$ cat src/rtl/ex_md_unit_pkg.sv
// ex_md_unit_pkg: shared widths, instruction ids and divider state encodings
// for the execution unit and its iterative divider.
package ex_md_unit_pkg;

    localparam int unsigned INSTR_ID_W = 6;
    localparam int unsigned ROB_IDX_W  = 4;

    // Decoded instruction ids; the RV32M ids follow the base ids.
    typedef enum logic [INSTR_ID_W-1:0] {
        ID_NOP    = 6'd0,
        ID_LUI, ID_AUIPC, ID_JAL, ID_JALR,
        ID_BEQ, ID_BNE, ID_BLT, ID_BGE, ID_BLTU, ID_BGEU,
        ID_ADDI, ID_SLTI, ID_SLTIU, ID_XORI, ID_ORI, ID_ANDI,
        ID_SLLI, ID_SRLI, ID_SRAI,
        ID_ADD, ID_SUB, ID_SLL, ID_SLT, ID_SLTU, ID_XOR,
        ID_SRL, ID_SRA, ID_OR, ID_AND,
        ID_MUL, ID_MULH, ID_MULHSU, ID_MULHU,
        ID_DIV, ID_DIVU, ID_REM, ID_REMU
    } instr_id_e;

    typedef enum logic [1:0] {
        DIV_IDLE = 2'd0,
        DIV_RUN  = 2'd1,
        DIV_DONE = 2'd2
    } div_state_e;

    function automatic logic is_div_op(input instr_id_e op);
        return op inside {ID_DIV, ID_DIVU, ID_REM, ID_REMU};
    endfunction

endpackage

$ cat src/rtl/ex_md_unit_div_iter.sv
// ex_md_unit_div_iter: restoring radix-2 divider, one quotient bit per cycle.
// Ports: clk_in/rst_in (sync, active-high)/rdy_in (freeze)/clear_in (flush);
//        start_i with signed_i, rem_i, a_i (dividend), b_i (divisor);
//        idle_c (FSM idle), done_c (result valid this cycle), result_c.
module ex_md_unit_div_iter
    import ex_md_unit_pkg::*;
#(
    parameter int unsigned XLEN = 32
) (
    input  logic            clk_in,
    input  logic            rst_in,
    input  logic            rdy_in,
    input  logic            clear_in,
    input  logic            start_i,
    input  logic            signed_i,
    input  logic            rem_i,
    input  logic [XLEN-1:0] a_i,
    input  logic [XLEN-1:0] b_i,
    output logic            idle_c,
    output logic            done_c,
    output logic [XLEN-1:0] result_c
);

    localparam int unsigned CNT_W = $clog2(XLEN);

    div_state_e        state_q, state_d;
    logic [CNT_W-1:0]  cnt_q, cnt_d;
    logic [XLEN-1:0]   quo_q, quo_d;    // dividend shifts out, quotient shifts in
    logic [XLEN-1:0]   rem_q, rem_d;
    logic [XLEN-1:0]   dvs_q, dvs_d;
    logic              q_neg_q, q_neg_d;
    logic              r_neg_q, r_neg_d;
    logic              sel_rem_q, sel_rem_d;
    logic              dz_q, dz_d;

    logic              a_neg, b_neg;
    logic [XLEN:0]     r_shift, diff;
    logic [XLEN-1:0]   quo_fix, rem_fix;

    // Next-state and datapath for one restoring step per RUN cycle.
    always_comb begin
        state_d   = state_q;
        cnt_d     = cnt_q;
        quo_d     = quo_q;
        rem_d     = rem_q;
        dvs_d     = dvs_q;
        q_neg_d   = q_neg_q;
        r_neg_d   = r_neg_q;
        sel_rem_d = sel_rem_q;
        dz_d      = dz_q;

        a_neg   = signed_i & a_i[XLEN-1];
        b_neg   = signed_i & b_i[XLEN-1];
        r_shift = {rem_q, quo_q[XLEN-1]};
        diff    = r_shift - {1'b0, dvs_q};

        unique case (state_q)
            DIV_IDLE: begin
                if (start_i) begin
                    state_d   = DIV_RUN;
                    cnt_d     = CNT_W'(XLEN - 1);
                    quo_d     = a_neg ? (~a_i + XLEN'(1)) : a_i;
                    rem_d     = '0;
                    dvs_d     = b_neg ? (~b_i + XLEN'(1)) : b_i;
                    q_neg_d   = a_neg ^ b_neg;
                    r_neg_d   = a_neg;
                    sel_rem_d = rem_i;
                    dz_d      = (b_i == '0);
                end
            end
            DIV_RUN: begin
                // Borrow out of diff means the trial subtraction failed.
                if (!diff[XLEN]) begin
                    rem_d = diff[XLEN-1:0];
                    quo_d = {quo_q[XLEN-2:0], 1'b1};
                end else begin
                    rem_d = r_shift[XLEN-1:0];
                    quo_d = {quo_q[XLEN-2:0], 1'b0};
                end
                cnt_d = cnt_q - CNT_W'(1);
                if (cnt_q == '0) begin
                    state_d = DIV_DONE;
                end
            end
            DIV_DONE: begin
                state_d = DIV_IDLE;
            end
            default: begin
                state_d = DIV_IDLE;
            end
        endcase

        if (clear_in) begin
            state_d = DIV_IDLE;
        end
    end

    // State register; rdy_in low freezes everything.
    always_ff @(posedge clk_in) begin
        if (rst_in) begin
            state_q   <= DIV_IDLE;
            cnt_q     <= '0;
            quo_q     <= '0;
            rem_q     <= '0;
            dvs_q     <= '0;
            q_neg_q   <= 1'b0;
            r_neg_q   <= 1'b0;
            sel_rem_q <= 1'b0;
            dz_q      <= 1'b0;
        end else if (rdy_in) begin
            state_q   <= state_d;
            cnt_q     <= cnt_d;
            quo_q     <= quo_d;
            rem_q     <= rem_d;
            dvs_q     <= dvs_d;
            q_neg_q   <= q_neg_d;
            r_neg_q   <= r_neg_d;
            sel_rem_q <= sel_rem_d;
            dz_q      <= dz_d;
        end
    end

    // Sign fix-up. Divide by zero forces an all-ones quotient; the remainder
    // already equals rs1. The -2^(XLEN-1)/-1 overflow falls out naturally.
    always_comb begin
        quo_fix = q_neg_q ? (~quo_q + XLEN'(1)) : quo_q;
        rem_fix = r_neg_q ? (~rem_q + XLEN'(1)) : rem_q;
        if (dz_q) begin
            quo_fix = '1;
        end
    end

    assign idle_c   = (state_q == DIV_IDLE);
    assign done_c   = (state_q == DIV_DONE);
    assign result_c = sel_rem_q ? rem_fix : quo_fix;

endmodule

$ cat src/rtl/ex_md_unit.sv
// ex_md_unit: registered execution unit (base ALU, branches, jumps, RV32M).
// Ports: clk_in, rst_in (sync, active-high), rdy_in (freeze), clear_in (flush);
//        issue_valid_in/issue_ready_out handshake with instr_id_in, imm_in,
//        rs1_in, rs2_in, pc_in, rob_pos_in; results on res_valid_out, res_out,
//        jump_en_out, jump_a_out, rob_pos_out; busy_out when anything in flight.
// MUL_STAGES must be 1..8 and below XLEN so the pipeline drains during a divide.
module ex_md_unit
    import ex_md_unit_pkg::*;
#(
    parameter int unsigned XLEN       = 32,
    parameter int unsigned MUL_STAGES = 2,
    parameter int unsigned SHAMT_W    = $clog2(XLEN)
) (
    input  logic                  clk_in,
    input  logic                  rst_in,
    input  logic                  rdy_in,
    input  logic                  clear_in,
    input  logic                  issue_valid_in,
    output logic                  issue_ready_out,
    input  logic [INSTR_ID_W-1:0] instr_id_in,
    input  logic [XLEN-1:0]       imm_in,
    input  logic [XLEN-1:0]       rs1_in,
    input  logic [XLEN-1:0]       rs2_in,
    input  logic [XLEN-1:0]       pc_in,
    input  logic [ROB_IDX_W-1:0]  rob_pos_in,
    output logic                  res_valid_out,
    output logic [XLEN-1:0]       res_out,
    output logic                  jump_en_out,
    output logic [XLEN-1:0]       jump_a_out,
    output logic [ROB_IDX_W-1:0]  rob_pos_out,
    output logic                  busy_out
);

    instr_id_e            op;
    logic                 accept, pipe_accept, div_start;
    logic                 div_idle, div_done;
    logic [XLEN-1:0]      div_result;
    logic [ROB_IDX_W-1:0] div_rob_q;

    logic [XLEN-1:0]      alu_res, alu_ja;
    logic                 alu_je;
    logic [SHAMT_W-1:0]   sh_imm, sh_reg;
    logic [XLEN:0]        mul_a, mul_b;
    logic [2*XLEN-1:0]    prod;

    logic                 v_q   [MUL_STAGES];
    logic                 v_d   [MUL_STAGES];
    logic [XLEN-1:0]      res_q [MUL_STAGES];
    logic [XLEN-1:0]      res_d [MUL_STAGES];
    logic                 je_q  [MUL_STAGES];
    logic                 je_d  [MUL_STAGES];
    logic [XLEN-1:0]      ja_q  [MUL_STAGES];
    logic [XLEN-1:0]      ja_d  [MUL_STAGES];
    logic [ROB_IDX_W-1:0] rob_q [MUL_STAGES];
    logic [ROB_IDX_W-1:0] rob_d [MUL_STAGES];

    assign op              = instr_id_e'(instr_id_in);
    assign issue_ready_out = ~rst_in & rdy_in & div_idle;
    assign accept          = issue_valid_in & issue_ready_out & ~clear_in;
    assign pipe_accept     = accept & ~is_div_op(op);
    assign div_start       = accept & is_div_op(op);

    // Multiply operands widened by one bit so every RV32M variant is a
    // signed product; only the low 2*XLEN bits are ever needed.
    always_comb begin
        mul_a = {(op == ID_MULH || op == ID_MULHSU) & rs1_in[XLEN-1], rs1_in};
        mul_b = {(op == ID_MULH) & rs2_in[XLEN-1], rs2_in};
        prod  = (2*XLEN)'($signed(mul_a)) * (2*XLEN)'($signed(mul_b));
    end

    // Result, branch decision and target for every non-divide op.
    always_comb begin
        alu_res = '0;
        alu_je  = 1'b0;
        alu_ja  = '0;
        sh_imm  = imm_in[SHAMT_W-1:0];
        sh_reg  = rs2_in[SHAMT_W-1:0];
        case (op)
            ID_LUI:    alu_res = imm_in;
            ID_AUIPC:  alu_res = pc_in + imm_in;
            ID_JAL: begin
                alu_res = pc_in + XLEN'(4);
                alu_je  = 1'b1;
                alu_ja  = pc_in + imm_in;
            end
            ID_JALR: begin
                alu_res = pc_in + XLEN'(4);
                alu_je  = 1'b1;
                alu_ja  = (rs1_in + imm_in) & ~XLEN'(1);
            end
            ID_BEQ:  begin alu_je = (rs1_in == rs2_in);                   alu_ja = pc_in + imm_in; end
            ID_BNE:  begin alu_je = (rs1_in != rs2_in);                   alu_ja = pc_in + imm_in; end
            ID_BLT:  begin alu_je = ($signed(rs1_in) <  $signed(rs2_in)); alu_ja = pc_in + imm_in; end
            ID_BGE:  begin alu_je = ($signed(rs1_in) >= $signed(rs2_in)); alu_ja = pc_in + imm_in; end
            ID_BLTU: begin alu_je = (rs1_in <  rs2_in);                   alu_ja = pc_in + imm_in; end
            ID_BGEU: begin alu_je = (rs1_in >= rs2_in);                   alu_ja = pc_in + imm_in; end
            ID_ADDI:   alu_res = rs1_in + imm_in;
            ID_SLTI:   alu_res = XLEN'($signed(rs1_in) < $signed(imm_in));
            ID_SLTIU:  alu_res = XLEN'(rs1_in < imm_in);
            ID_XORI:   alu_res = rs1_in ^ imm_in;
            ID_ORI:    alu_res = rs1_in | imm_in;
            ID_ANDI:   alu_res = rs1_in & imm_in;
            ID_SLLI:   alu_res = rs1_in << sh_imm;
            ID_SRLI:   alu_res = rs1_in >> sh_imm;
            ID_SRAI:   alu_res = $unsigned($signed(rs1_in) >>> sh_imm);
            ID_ADD:    alu_res = rs1_in + rs2_in;
            ID_SUB:    alu_res = rs1_in - rs2_in;
            ID_SLL:    alu_res = rs1_in << sh_reg;
            ID_SLT:    alu_res = XLEN'($signed(rs1_in) < $signed(rs2_in));
            ID_SLTU:   alu_res = XLEN'(rs1_in < rs2_in);
            ID_XOR:    alu_res = rs1_in ^ rs2_in;
            ID_SRL:    alu_res = rs1_in >> sh_reg;
            ID_SRA:    alu_res = $unsigned($signed(rs1_in) >>> sh_reg);
            ID_OR:     alu_res = rs1_in | rs2_in;
            ID_AND:    alu_res = rs1_in & rs2_in;
            ID_MUL:    alu_res = prod[XLEN-1:0];
            ID_MULH, ID_MULHSU, ID_MULHU:
                       alu_res = prod[2*XLEN-1:XLEN];
            default: ;
        endcase
    end

    ex_md_unit_div_iter #(
        .XLEN (XLEN)
    ) u_div (
        .clk_in   (clk_in),
        .rst_in   (rst_in),
        .rdy_in   (rdy_in),
        .clear_in (clear_in),
        .start_i  (div_start),
        .signed_i (op == ID_DIV || op == ID_REM),
        .rem_i    (op == ID_REM || op == ID_REMU),
        .a_i      (rs1_in),
        .b_i      (rs2_in),
        .idle_c   (div_idle),
        .done_c   (div_done),
        .result_c (div_result)
    );

    // Result pipeline; bubbles carry an all-zero payload. The divider writes
    // the last stage directly, which is always empty by then.
    always_comb begin
        for (int i = 0; i < MUL_STAGES; i++) begin
            v_d[i]   = 1'b0;
            res_d[i] = '0;
            je_d[i]  = 1'b0;
            ja_d[i]  = '0;
            rob_d[i] = '0;
        end
        if (pipe_accept) begin
            v_d[0]   = 1'b1;
            res_d[0] = alu_res;
            je_d[0]  = alu_je;
            ja_d[0]  = alu_ja;
            rob_d[0] = rob_pos_in;
        end
        for (int i = 1; i < MUL_STAGES; i++) begin
            v_d[i]   = v_q[i-1];
            res_d[i] = res_q[i-1];
            je_d[i]  = je_q[i-1];
            ja_d[i]  = ja_q[i-1];
            rob_d[i] = rob_q[i-1];
        end
        if (div_done) begin
            v_d[MUL_STAGES-1]   = 1'b1;
            res_d[MUL_STAGES-1] = div_result;
            je_d[MUL_STAGES-1]  = 1'b0;
            ja_d[MUL_STAGES-1]  = '0;
            rob_d[MUL_STAGES-1] = div_rob_q;
        end
        if (clear_in) begin
            for (int i = 0; i < MUL_STAGES; i++) begin
                v_d[i]   = 1'b0;
                res_d[i] = '0;
                je_d[i]  = 1'b0;
                ja_d[i]  = '0;
                rob_d[i] = '0;
            end
        end
    end

    always_ff @(posedge clk_in) begin
        if (rst_in) begin
            for (int i = 0; i < MUL_STAGES; i++) begin
                v_q[i]   <= 1'b0;
                res_q[i] <= '0;
                je_q[i]  <= 1'b0;
                ja_q[i]  <= '0;
                rob_q[i] <= '0;
            end
            div_rob_q <= '0;
        end else if (rdy_in) begin
            for (int i = 0; i < MUL_STAGES; i++) begin
                v_q[i]   <= v_d[i];
                res_q[i] <= res_d[i];
                je_q[i]  <= je_d[i];
                ja_q[i]  <= ja_d[i];
                rob_q[i] <= rob_d[i];
            end
            if (div_start) begin
                div_rob_q <= rob_pos_in;
            end
        end
    end

    always_comb begin
        busy_out = ~div_idle;
        for (int i = 0; i < MUL_STAGES; i++) begin
            busy_out = busy_out | v_q[i];
        end
    end

    assign res_valid_out = v_q[MUL_STAGES-1];
    assign res_out       = res_q[MUL_STAGES-1];
    assign jump_en_out   = je_q[MUL_STAGES-1];
    assign jump_a_out    = ja_q[MUL_STAGES-1];
    assign rob_pos_out   = rob_q[MUL_STAGES-1];

endmodule

$ cat config.mk
export PLATFORM = sky130hd
export DESIGN_NAME = ex_md_unit
export DESIGN_NICKNAME = d
export VERILOG_FILES = /design/src/rtl/ex_md_unit_pkg.sv /design/src/rtl/ex_md_unit_div_iter.sv /design/src/rtl/ex_md_unit.sv
export SDC_FILE = /design/constraint.sdc
export NUM_CORES = 2
export LEC_CHECK = 0
export CAP_MARGIN = 20
export CORE_MARGIN = 5
export CORE_UTILIZATION = 40
export DETAILED_ROUTE_END_ITERATION = 7
export GPL_TIMING_DRIVEN = 0
export PLACE_DENSITY = 0.56
export SYNTH_ARGS = -nofsm -noshare
export SYNTH_HDL_FRONTEND = slang
export SYNTH_SLANG_ARGS = --single-unit
$ cat constraint.sdc
create_clock -name clk_in -period 31.8 [get_ports clk_in]
set_input_delay 6.36 -clock clk_in [delete_from_list [all_inputs] [get_ports clk_in]]
set_output_delay 6.36 -clock clk_in [all_outputs]
set_load 0.01 [all_outputs]
## Word level (Yosys, flattened, before mapping)

Memory sizes are Yosys's and may differ from the RTL's.
Cells that the tools add are included.

- Bits in registers: 111
- Latch bits: 0
- Bits in writable memories: 140
- ROM bits: 0
- Input port bits: 143
- Output and inout port bits: 72
- Word-level logic and storage cells: 186
- Memories kept: 5

- $add $sub $neg: 11
- $mul: 1
- Div/mod/pow operators: 0
- Magnitude comparators: 6
- Equal/unequal tests: 44
- Shifts and indexed selects: 6
- Multiplexer cells: 51
- Bitwise operators: 37
- Reduce and logical (&&, ||, !) cells: 15

Memory list:

| name | words | width | rd ports | clocked after Yosys merged registers in | write ports | RTL line | RTL |
|---|---|---|---|---|---|---|---|
| ja_q | 2 | 32 | 2 | 0 | 2 | ex_md_unit.sv:52 | `logic [XLEN-1:0] ja_q [MUL_STAGES];` |
| res_q | 2 | 32 | 2 | 0 | 2 | ex_md_unit.sv:48 | `logic [XLEN-1:0] res_q [MUL_STAGES];` |
| rob_q | 2 | 4 | 2 | 0 | 2 | ex_md_unit.sv:54 | `logic [ROB_IDX_W-1:0] rob_q [MUL_STAGES];` |
| je_q | 2 | 1 | 2 | 0 | 2 | ex_md_unit.sv:50 | `logic je_q [MUL_STAGES];` |
| v_q | 2 | 1 | 2 | 0 | 2 | ex_md_unit.sv:46 | `logic v_q [MUL_STAGES];` |

Operators by type and width:

| kind | number |
|---|---|
| $pmux W32 S24 | 1 |
| $mux W32 | 17 |
| $pmux W32 S2 | 3 |
| $add A32 B1 Y32 const B | 4 |
| $lt A32 B32 Y1 | 4 |
| $mux W64 | 2 |
| $not A32 Y32 | 4 |
| $add A32 B32 Y32 | 3 |
| $eq A6 B5 Y1 const B | 16 |
| $and A32 B32 Y32 | 2 |
| $ge A32 B32 Y1 | 2 |
| $mul A33 B33 Y64 | 1 |
| $or A32 B32 Y32 | 2 |
| $shl A32 B5 Y32 | 2 |
| $shr A32 B5 Y32 | 2 |
| $sshr A32 B5 Y32 | 2 |
| $xor A32 B32 Y32 | 2 |
| $eq A6 B4 Y1 const B | 8 |
| $eq A6 B6 Y1 const B | 6 |
| $sub A33 B32 Y33 | 1 |
| $add A32 B3 Y32 const B | 1 |
| $eq A32 B32 Y1 | 1 |
| $logic_not A32 Y1 | 1 |
| $ne A32 B32 Y1 | 1 |
| other kinds (32) | 83 |

## Logic depth before layout (Yosys ltp)

- Depth in word-level cells: 9
- Gate-level depth with buffers: 36
- Mapped depth without buffers: 33

## By module

A second synthesis with hierarchy kept.

- Cells, all modules: 8604
- Area total of the unflattened synthesis: 70277.4 µm²

Modules (own cells, without submodules):

| module | times used | cells each | area each (µm²) |
|---|---|---|---|
| ex_md_unit | 1 | 7400 | 61366.4 |
| ex_md_unit_div_iter | 1 | 1204 | 8911.0 |

## Worst setup path before layout

No wires, ideal clock.

- Path kind: input to register
- Start: input instr_id_in[4]
- End: memory res_q[0][28], data pin
- Arrival time: 14.954 ns
- Required time: 31.530 ns
- Slack: 16.576 ns
- Cell stages on the path: 32
- Buffers on the path: 4
- Cell sequence: clkbuf_1 > nand2b_1 > clkbuf_1 > nor4_1 > o21a_1 > clkbuf_1 > clkbuf_1 > nand2_1 > fa_1 > fa_1 > inv_1 > fa_1 > inv_1 > fa_1 > inv_1 > fa_1 > fa_1 > inv_1 > fa_1 > fa_1 > inv_1 > ha_1 > a21oi_1 > o21ai_0 > a22oi_1 > nand4_1 > a221o_1 > a311o_1 > a2111oi_0 > o211ai_1 > nor4_1 > a31oi_1

RTL lines:

| element | RTL line | RTL |
|---|---|---|
| start, declared | ex_md_unit.sv:20 | `input logic [INSTR_ID_W-1:0] instr_id_in,` |
| end, declared | ex_md_unit.sv:48 |  |

==> flow_metrics.env <==
export IMPL_outcome="complete, but fails checks"
export IMPL_violations="DRC"
export IMPL_fp_dieArea_mm2=0.1819
export IMPL_reg2reg_slack_ns=26.39
export IMPL_worstSetupStartpointType="primary input"
export IMPL_layout_commonest_cell="inv_1"
export IMPL_setup_viol=0
export IMPL_path_class="primary input to flip-flop"
export IMPL_rows=152
export IMPL_worstPathArrival_ns=20.41
export IMPL_holdPathStages=2
export IMPL_postCtsHoldBufs=0
export IMPL_path_depth=34
export IMPL_vias=69120
export IMPL_postRouteWirelength_mm=421.1
export IMPL_synth_seq_cells=251
export IMPL_worst_pin_slew_ns=1.360
export IMPL_min_period_ns=20.13
export IMPL_crit_buf_inv=11
export IMPL_cts_tree="built"
export IMPL_place_congestion=1.118
export IMPL_hold_violations=0
export IMPL_fmax_mhz=49.67
export IMPL_path_delay_family="adder cells"
export IMPL_overflow=0
export IMPL_max_stage_delay_ns=0.93
export IMPL_num_io_pins=215
export IMPL_reg2regPathDepth=7
export IMPL_post_dp_hpwl_mm=353.0
export IMPL_cp_common_cell="fa_1"
export IMPL_postCtsSetupBuffers=0
export IMPL_fin_setup_tns_ns=0
export IMPL_vias_per_cell=6.203
export IMPL_final_cell_mix="inv_1, nand2_1, fa_1, nor2_1, a21oi_1"
export IMPL_rsz0062_at_grt="no"
export IMPL_synth_top_cell_by_area="fa_1"
export IMPL_dieWidth_um=426.5
export IMPL_ys_warn_count=0
export IMPL_core_area_mm2=0.1721
export IMPL_drtIter0Drc=8968
export IMPL_synthTopCellsByArea="fa_1, inv_1, ha_1"
export IMPL_htreeDepth=1
export IMPL_synth_top_flop_cell="edfxtp_1"
export IMPL_synth_edf_count=140
export IMPL_drcViolationCount=2
export IMPL_crit_path_max_fanout=11
export IMPL_fin_crit_sh_pct=63.31
export IMPL_die_height_um=426.5
export IMPL_synth_nets=10170
export IMPL_grt_pass1_wl_mm=565.6
export IMPL_cts_made_buffers=25
export IMPL_drive_above_1_share_pct=3.963
export IMPL_syn_area_mm2=0.06938
export IMPL_cts_path_max_buffers=3
export IMPL_track_usage_pct=45.44
export IMPL_critical_path_slowest_cell="fa_1"
export IMPL_firstDrtPassIters=8
export IMPL_insertion_delay_ns=0.62
export IMPL_drv_slew=0
export IMPL_yosysUniqueCellTypes=96
export IMPL_area_growth_syn_to_layout_pct=9.770
export IMPL_synth_async_reset_ratio_pct=0
export IMPL_wl_per_cell_um=37.79
export IMPL_antenna_found_initial=49
export IMPL_avgSynthCellArea_um2=8.173
export IMPL_grt_max_degree=66
export IMPL_clk_pin_slew_ns=0.06
export IMPL_cp_required_ns=32.08
export IMPL_cts_resized=0
export IMPL_max_cap_violations=0
export IMPL_finClkSkew_ns=0.02337
export IMPL_seq_area_frac_synth_pct=9.263
export IMPL_grt_pass1_vias=67700
export IMPL_relSlewSlack_pct=9.304
export IMPL_synth_cells=8488
export IMPL_min_path_type="flip-flop to flip-flop"
export IMPL_ant_nets=0
export IMPL_cp_end_kind="flip-flop"
export IMPL_start_util_pct=40.31
export IMPL_clkSinkCount=251
export IMPL_final_nets=10470
export IMPL_synth_top_area_share_pct=32.61
export IMPL_port_buffers=214
export IMPL_cts_root_buf="clkbuf_16"
## final cells by class
| class | instances | area [um2] |
|---|---|---|
| inverters | 1383 | 5191 |
| fillers | 17370 | 95960 |
| well taps | 2310 | 2890 |
| plain buffers | 624 | 2708 |
| repair buffers | 274 | 2957 |
| flip-flops and latches | 251 | 6426 |
| multi-input cells | 6230 | 55150 |
| clock inverters | 14 | 103.9 |
| diodes | 26 | 65.06 |
| clock buffers | 31 | 658.1 |
## worst paths after layout
| path | end | from |
|---|---|---|
| worst max-delay path | res_q[0][28]$_SDFFCE_PP0P_ | instr_id_in[5] |
| worst min-delay path | u_div.dvs_q[31]$_SDFFE_PP0P_ | u_div.dvs_q[31]$_SDFFE_PP0P_ |
| worst max register to register | res_q[0][0]$_SDFFCE_PP0P_ | u_div.state_q[1]$_SDFFE_PP0P_ |
| worst min register to register | u_div.dvs_q[31]$_SDFFE_PP0P_ | u_div.dvs_q[31]$_SDFFE_PP0P_ |
## state kept, by name, indices dropped and copies added (netlist names)
register	cells
u_div.r_neg_q	1
u_div.cnt_q	5
ja_q	64
rob_q	8
u_div.state_q	2
u_div.sel_rem_q	1
res_q	64
je_q	2
u_div.quo_q	32
u_div.dz_q	1
div_rob_q	4
u_div.rem_q	32
u_div.q_neg_q	1
u_div.dvs_q	32
v_q	2
## layer usage
layer  part of all wire, %  up-vias  global-route usage (%)
li1                      -    28180                       -
met1                    36    34810                   53.34
met2                    42     4753                   68.30
met3                    11     1361                   14.66
met4                    11       26                   36.31
met5                 0.045        -                       0
## cell usage after synthesis, drive strengths merged, types with 65 or more instances
library cell / number
nand3: 129
dfxtp: 111
buf: 195
edfxtp: 140
mux2i: 222
a22oi: 69
ha: 409
clkbuf: 429
a211oi: 99
nor3: 125
a21o: 65
and2: 227
inv: 1379
a221oi: 74
xnor2: 198
nand2: 1175
o21ai: 299
and3: 66
xor2: 137
fa: 1130
nor2: 571
a21oi: 425
## cell families (layout without fill, tap and decap cells)
logic type               after synthesis  after routing  share of synthesized area, %
AO/OA/AOI/OAI                       1525           1525                         14.58
multiplexers                         255            255                         3.901
XOR/XNOR                             335            335                         4.229
adder cells (fa/ha/maj)             1539           1539                         39.98
flip-flops                           251            251                         9.263
AND/OR/NAND/NOR                     2576           2576                         16.73
buffers and inverters               2007           2326                         11.31
other                                  0             26                             0
## tightest hold or removal path, cell delays in order (launching register included)
cell and delay [ns]:
dfxtp_1 0.31, nand2_1 0.05, a21oi_1 0.05
## per-stage QoR
stage / area [um2] / hold WS (ns) / setup WS [ns] / cells / utilization [%]
after floorplan: 69380 / 0.4319 / 16.58 / 8488 / -
after global placement: 74410 / 0.4445 / 10.26 / 11010 / 43.23
after detailed placement: 75250 / 0.4499 / 11.21 / 11070 / 43.72
after CTS: 76010 / 0.4553 / 11.85 / 11110 / 44.16
after global routing: 76100 / 0.4884 / 11.44 / 11120 / 44.21
final: 76150 / 0.4574 / 11.67 / 11140 / 44.25
Power is not shown: default switching activity piles up to over one toggle a cycle in this logic, so the estimate is an artifact.
